--- src/rtl/p2p_pkg.sv ---
// Shared types and default widths for the p2p RX packet gate.
package p2p_pkg;

  typedef enum logic [1:0] {
    RESYNC = 2'd0,
    IDLE   = 2'd1,
    PASS   = 2'd2,
    DROP   = 2'd3
  } p2p_rx_gate_state_t;

  localparam int P2P_DATA_W = 512;
  localparam int P2P_CNT_W  = 32;

endpackage

--- src/rtl/p2p_sat_cnt.sv ---
// Saturating event counter; a clear in the same cycle as an event loads 1.
module p2p_sat_cnt #(
  parameter int CNT_W = 32
) (
  input  logic             i_clk,
  input  logic             i_rst,
  input  logic             i_clr,
  input  logic             i_inc,
  output logic [CNT_W-1:0] o_cnt
);

  localparam logic [CNT_W-1:0] CNT_ZERO = {CNT_W{1'b0}};
  localparam logic [CNT_W-1:0] CNT_ONE  = {{(CNT_W-1){1'b0}}, 1'b1};
  localparam logic [CNT_W-1:0] CNT_MAX  = {CNT_W{1'b1}};

  logic [CNT_W-1:0] r_cnt;

  always_ff @(posedge i_clk) begin
    if (i_rst) begin
      r_cnt <= CNT_ZERO;
    end else if (i_clr) begin
      r_cnt <= i_inc ? CNT_ONE : CNT_ZERO;
    end else if (i_inc && (r_cnt != CNT_MAX)) begin
      r_cnt <= r_cnt + CNT_ONE;
    end else begin
      r_cnt <= r_cnt;
    end
  end

  assign o_cnt = r_cnt;

endmodule

--- src/rtl/p2p_rx_pkt_gate.sv ---
// Packet-boundary RX gate: drops whole packets on request, counts pass/drop/error.
// Optional P2P_RX_GATE_RESYNC_EN: discard up to the first tlast after reset.
module p2p_rx_pkt_gate
  import p2p_pkg::*;
#(
  parameter  int DATA_W = P2P_DATA_W,
  parameter  int CNT_W  = P2P_CNT_W,
  localparam int KEEP_W = DATA_W / 8
) (
  input  logic              cmac_clk,
  input  logic              mod_rst,
  input  logic              block_rx,
  input  logic              stats_clr,
  input  logic              s_axis_cmac_rx_tvalid,
  input  logic [DATA_W-1:0] s_axis_cmac_rx_tdata,
  input  logic [KEEP_W-1:0] s_axis_cmac_rx_tkeep,
  input  logic              s_axis_cmac_rx_tlast,
  input  logic              s_axis_cmac_rx_tuser_err,
  output logic              m_axis_adap_rx_tvalid,
  output logic [DATA_W-1:0] m_axis_adap_rx_tdata,
  output logic [KEEP_W-1:0] m_axis_adap_rx_tkeep,
  output logic              m_axis_adap_rx_tlast,
  output logic              m_axis_adap_rx_tuser_err,
  output logic [CNT_W-1:0]  pkt_pass_cnt,
  output logic [CNT_W-1:0]  pkt_drop_cnt,
  output logic [CNT_W-1:0]  pkt_err_cnt
);

`ifdef P2P_RX_GATE_RESYNC_EN
  localparam p2p_rx_gate_state_t RST_STATE = RESYNC;
`else
  localparam p2p_rx_gate_state_t RST_STATE = IDLE;
`endif

  p2p_rx_gate_state_t r_state;
  logic               w_fwd;
  logic               w_drop_inc;
  logic               w_pass_inc;
  logic               w_err_inc;

  // RESYNC discards without counting, so it falls into the default arm.
  always_comb begin
    w_fwd      = 1'b0;
    w_drop_inc = 1'b0;
    case (r_state)
      IDLE: begin
        w_fwd      = s_axis_cmac_rx_tvalid & ~block_rx;
        w_drop_inc = s_axis_cmac_rx_tvalid & block_rx & s_axis_cmac_rx_tlast;
      end
      PASS: begin
        w_fwd      = s_axis_cmac_rx_tvalid;
        w_drop_inc = 1'b0;
      end
      DROP: begin
        w_fwd      = 1'b0;
        w_drop_inc = s_axis_cmac_rx_tvalid & s_axis_cmac_rx_tlast;
      end
      default: begin
        w_fwd      = 1'b0;
        w_drop_inc = 1'b0;
      end
    endcase
  end

  assign w_pass_inc = w_fwd & s_axis_cmac_rx_tlast;
  assign w_err_inc  = w_pass_inc & s_axis_cmac_rx_tuser_err;

  always_ff @(posedge cmac_clk) begin
    if (mod_rst) begin
      r_state                  <= RST_STATE;
      m_axis_adap_rx_tvalid    <= 1'b0;
      m_axis_adap_rx_tdata     <= {DATA_W{1'b0}};
      m_axis_adap_rx_tkeep     <= {KEEP_W{1'b0}};
      m_axis_adap_rx_tlast     <= 1'b0;
      m_axis_adap_rx_tuser_err <= 1'b0;
    end else begin
      m_axis_adap_rx_tvalid    <= w_fwd;
      m_axis_adap_rx_tlast     <= w_fwd & s_axis_cmac_rx_tlast;
      m_axis_adap_rx_tuser_err <= w_fwd & s_axis_cmac_rx_tuser_err;
      if (w_fwd) begin
        m_axis_adap_rx_tdata <= s_axis_cmac_rx_tdata;
        m_axis_adap_rx_tkeep <= s_axis_cmac_rx_tkeep;
      end else begin
        m_axis_adap_rx_tdata <= m_axis_adap_rx_tdata;
        m_axis_adap_rx_tkeep <= m_axis_adap_rx_tkeep;
      end
      if (s_axis_cmac_rx_tvalid) begin
        case (r_state)
          RESYNC: r_state <= s_axis_cmac_rx_tlast ? IDLE : RESYNC;
          IDLE: begin
            if (s_axis_cmac_rx_tlast) begin
              r_state <= IDLE;
            end else begin
              r_state <= block_rx ? DROP : PASS;
            end
          end
          PASS:    r_state <= s_axis_cmac_rx_tlast ? IDLE : PASS;
          DROP:    r_state <= s_axis_cmac_rx_tlast ? IDLE : DROP;
          default: r_state <= RST_STATE;
        endcase
      end else begin
        r_state <= r_state;
      end
    end
  end

  p2p_sat_cnt #(.CNT_W(CNT_W)) u_pass_cnt (
    .i_clk (cmac_clk),
    .i_rst (mod_rst),
    .i_clr (stats_clr),
    .i_inc (w_pass_inc),
    .o_cnt (pkt_pass_cnt)
  );

  p2p_sat_cnt #(.CNT_W(CNT_W)) u_drop_cnt (
    .i_clk (cmac_clk),
    .i_rst (mod_rst),
    .i_clr (stats_clr),
    .i_inc (w_drop_inc),
    .o_cnt (pkt_drop_cnt)
  );

  p2p_sat_cnt #(.CNT_W(CNT_W)) u_err_cnt (
    .i_clk (cmac_clk),
    .i_rst (mod_rst),
    .i_clr (stats_clr),
    .i_inc (w_err_inc),
    .o_cnt (pkt_err_cnt)
  );

endmodule

--- config.mk ---
export PLATFORM = sky130hd
export DESIGN_NAME = p2p_rx_pkt_gate
export DESIGN_NICKNAME = d
export VERILOG_FILES = /design/src/rtl/p2p_pkg.sv /design/src/rtl/p2p_sat_cnt.sv /design/src/rtl/p2p_rx_pkt_gate.sv
export SDC_FILE = /design/constraint.sdc
export NUM_CORES = 1
export LEC_CHECK = 0
export ABC_AREA = 1
export BUFFER_PORTS_ARGS = -buffer_cell sky130_fd_sc_hd__buf_2
export CAP_MARGIN = 20
export CORE_AREA = 2 2 489 491
export DETAILED_ROUTE_END_ITERATION = 7
export DIE_AREA = 0 0 491 493
export GPL_TIMING_DRIVEN = 0
export PLACE_DENSITY_LB_ADDON = 0.25
export SYNTH_ARGS = -nofsm -noshare
export SYNTH_HDL_FRONTEND = slang
export SYNTH_SLANG_ARGS = --single-unit
--- constraint.sdc ---
create_clock -name cmac_clk -period 1.7 [get_ports cmac_clk]
set_input_delay 0.085 -clock cmac_clk [delete_from_list [all_inputs] [get_ports cmac_clk]]
set_output_delay 0.085 -clock cmac_clk [all_outputs]
set_load 0.02 [all_outputs]
==> results.txt <==
Status: finished with violations
Failing checks: setup timing
Layout cell share with drive strength beyond 1: 0.337
Remaining global-route overflow: 0
Skew final: 0.0293 ns
Setup WS post-layout: -0.713 ns
Die area: 242,000 um^2
Critical path class: reg2reg
Max-Cap Viols: 0
Maximum VDD drop: 0.000697 V
Clock transition at path regs: 0.06 ns
Clock tree buffer depth: 3
Pin count of the biggest net entering global routing: 13
Fillers: 26.9k
Worst reg2reg path endpoint: m_axis_adap_rx_tdata[254]$_SDFFE_PP0N_
Final Cycle Share: 1.42
Achievable frequency: 415 MHz
Share of the synthesized area in the top cell type: 0.527
Starting Density: 0.108
Setup crit end kind: flip-flop
Top Ports: 1,258
H-tree level count: 3
Critical path launch point type: flip-flop
Slew headroom: 0.426
Wire length per cell: 25.1 um
Area occupied by multi-input gates: 12,000 um^2
Async set-reset flop share out of synthesis: 0
Num CTS Buffers: 88
Detailed-placement wirelength estimate: 183 mm
Critical Path Sink: m_axis_adap_rx_tdata[254]$_SDFFE_PP0N_
Yosys warns: 0
# port buffers: 1,256
Mean Syn Cell Area: 7.33 um^2
Via count: 32.8k
Vias per Instance: 3.72
TritonCTS clock tree: done
CP required: 2.28 ns
Die Y: 493 um
1st-pass router iterations: 6
Leakage: 20.7 nW
Final antenna-violating net count: 0
Least-Margin Pin Slew: 0.861 ns
Critical Path AT: 3.00 ns
Number of synthesized register bits: 677
Crit path max fanout: 10
HP Class: in2reg
Seq/Total Area, Yosys: 0.527
RSZ-0062 raised after global routing: yes
Minimum clock period: 2.41 ns
Initial antenna violation count: 119
Synth area leaders: dfxtp_1, nor2_1, o21ai_0
Total GRT Usage: 0.170
First-pass GRT wire length: 281 mm
Number of distinct library cells after synthesis: 39
Iter 0 DRT Violations: 2,335
Nets: 6,104
Total wire length: 221 mm
Synth area leader: dfxtp_1
R2R setup slack: -0.71 ns
Post-synth top flop: dfxtp_1
Placed Cells: 7,933
CORE AREA: 237,000 um^2
R2R depth: 10
Final GP Congestion: 1.02
Fin. Hold Viols: 0
Root buffer cell: clkbuf_16
Syn-to-layout area delta: 88.6%
Post-Synthesis Cells: 3,508
Final number of setup-violating endpoints: 675
PwrDens: 1030 nW/um^2
Storage cell area: 13,600 um^2
Number of global-route vias before repair: 31.9k
Mapped cell area: 25,700 um^2
Worst r2r src: r_state[0]$_SDFFE_PP1P_
Clk_lat worst skew: 0.73 ns
Hold WS: 0.0845 ns
Post-Layout Cell Count: 8,813
Worst setup startpoint: r_state[0]$_SDFFE_PP1P_
Drt drc: 0
Number of cell rows: 179
Number of synthesized flops with an enable pin: 0
Die width: 491 um
Pre-CTS WS: -2.06 ns
Final-report max-slew violation count: 0
Syn nets: 4,098
Clock Sinks: 677
-- cells in the final DEF (no fill, tap or decap), types with 20 or more instances in the layout --
cell           count
a21oi_1           61
buf_12            42
buf_2           1274
buf_4             26
buf_6             38
buf_8             20
clkbuf_1          96
clkbuf_16        117
clkbuf_2          28
dfxtp_1          652
diode_2           65
dlygate4sd3_1    584
inv_1             81
nand2_1          298
nand3_1           64
nor2_1          1250
nor2_2            70
nor2_4            55
o21ai_0          453
o21ai_1          100
o21ai_2           60
o21ai_4           22
-- what timing repair did --
item	in CTS	in global routing
hold endpoints to repair	596	0
pin swaps	0	74
endpoints found under the setup margin	677	675
hold buffers	584	0
gates resized for setup	222	631
setup buffers	1	42
cloned	0	31
-- Yosys cell counts, types with 3 or more instances --
cell      count
buf_6         5
dfxtp_1     677
nand3b_1      5
buf_2        73
inv_1        84
o21ai_1      10
nor2_2        6
inv_2         3
nand3_1      67
a21o_1        3
nand2_2       8
o21bai_1      3
buf_8         3
xor2_1        6
nor2_4        4
nand4_1      16
nand2_1     299
nor3_1       14
a21oi_1      63
ha_1          7
nor2_1     1365
a21oi_2       8
clkbuf_1    131
o21ai_0     625
nand2_4       3
-- per-stage QoR --
stage	utilization	power (mW)	setup TNS (ns)	area, um^2
final	0.205	50.0	-322.74	48500
after CTS	0.191	49.4	-359.74	45400
after global routing	0.204	52.1	-371.42	48400
after floorplan	-	22.5	-0.108	25800
after detailed placement	0.152	27.4	-836.32	36100
after global placement	0.152	27.4	-873.33	36100
-- critical path: stages (launching register included) --
cell and delay (ns):
dfxtp_4 0.37, inv_4 0.05, ha_4 0.26, a21boi_4 0.27
nand2_8 0.11, buf_12 0.16, clkbuf_16 0.18, buf_6 0.16
clkbuf_4 0.24, o21ai_2 0.38, nor2_1 0.08
-- power by group --
part / switching (mW) / internal (mW)
logic: 7.36 / 4.49
clock network: 8.21 / 11.9
registers: 0.893 / 17.2
-- worst min-delay path by stage --
stage                                         start                                endpoint  cells after the start
after floorplan            s_axis_cmac_rx_tuser_err     m_axis_adap_rx_tuser_err$_SDFF_PP0_                      2
after global placement    s_axis_cmac_rx_tdata[439]  m_axis_adap_rx_tdata[439]$_SDFFE_PP0N_                      3
after detailed placement  s_axis_cmac_rx_tdata[309]  m_axis_adap_rx_tdata[309]$_SDFFE_PP0N_                      3
after CTS                                 stats_clr         u_err_cnt.o_cnt[5]$_SDFFE_PP0P_                      5
after global routing                      stats_clr         u_err_cnt.o_cnt[6]$_SDFFE_PP0P_                      5
final                                     stats_clr         u_err_cnt.o_cnt[5]$_SDFFE_PP0P_                      5
-- sequential cells by signal, indices dropped and copies added (netlist names) --
signal                    count
m_axis_adap_rx_tvalid         1
u_pass_cnt.o_cnt             32
m_axis_adap_rx_tuser_err      1
m_axis_adap_rx_tkeep         64
m_axis_adap_rx_tdata        512
u_err_cnt.o_cnt              32
m_axis_adap_rx_tlast          1
u_drop_cnt.o_cnt             32
r_state                       2
-- metal layers --
layer,track usage,share of wire,vias to the layer above
li1,-,-,15400
met1,0.191,0.39,15600
met2,0.302,0.49,1467
met3,0.0523,0.080,342
met4,0.0610,0.038,52
met5,0,0.0015,-
-- logic make-up (layout without fill, tap and decap cells) --
| group | after synthesis | in the layout | synth area share |
|---|---|---|---|
| compound gates | 715 | 715 | 0.141 |
| xor+xnor | 7 | 7 | 0.00239 |
| fa+ha+maj | 7 | 7 | 0.00341 |
| buf+inv | 306 | 2379 | 0.0514 |
| flops | 677 | 677 | 0.527 |
| other cells | 0 | 65 | 0 |
| simple gates | 1796 | 1796 | 0.274 |
-- area by class of cell --
class | count | share of cell area
Multi-Input combinational cell | 2525 | 0.247
Antenna cell | 65 | 0.00336
Sequential cell | 677 | 0.281
Timing Repair inverter | 2 | 0.00124
Clock buffer | 128 | 0.0522
Buffer | 216 | 0.0391
Inverter | 90 | 0.00761
Timing Repair Buffer | 1914 | 0.277
Tap cell | 3167 | 0.0818
Clock inverter | 29 | 0.00981
Note: power is estimated with default switching activity, not from simulation.
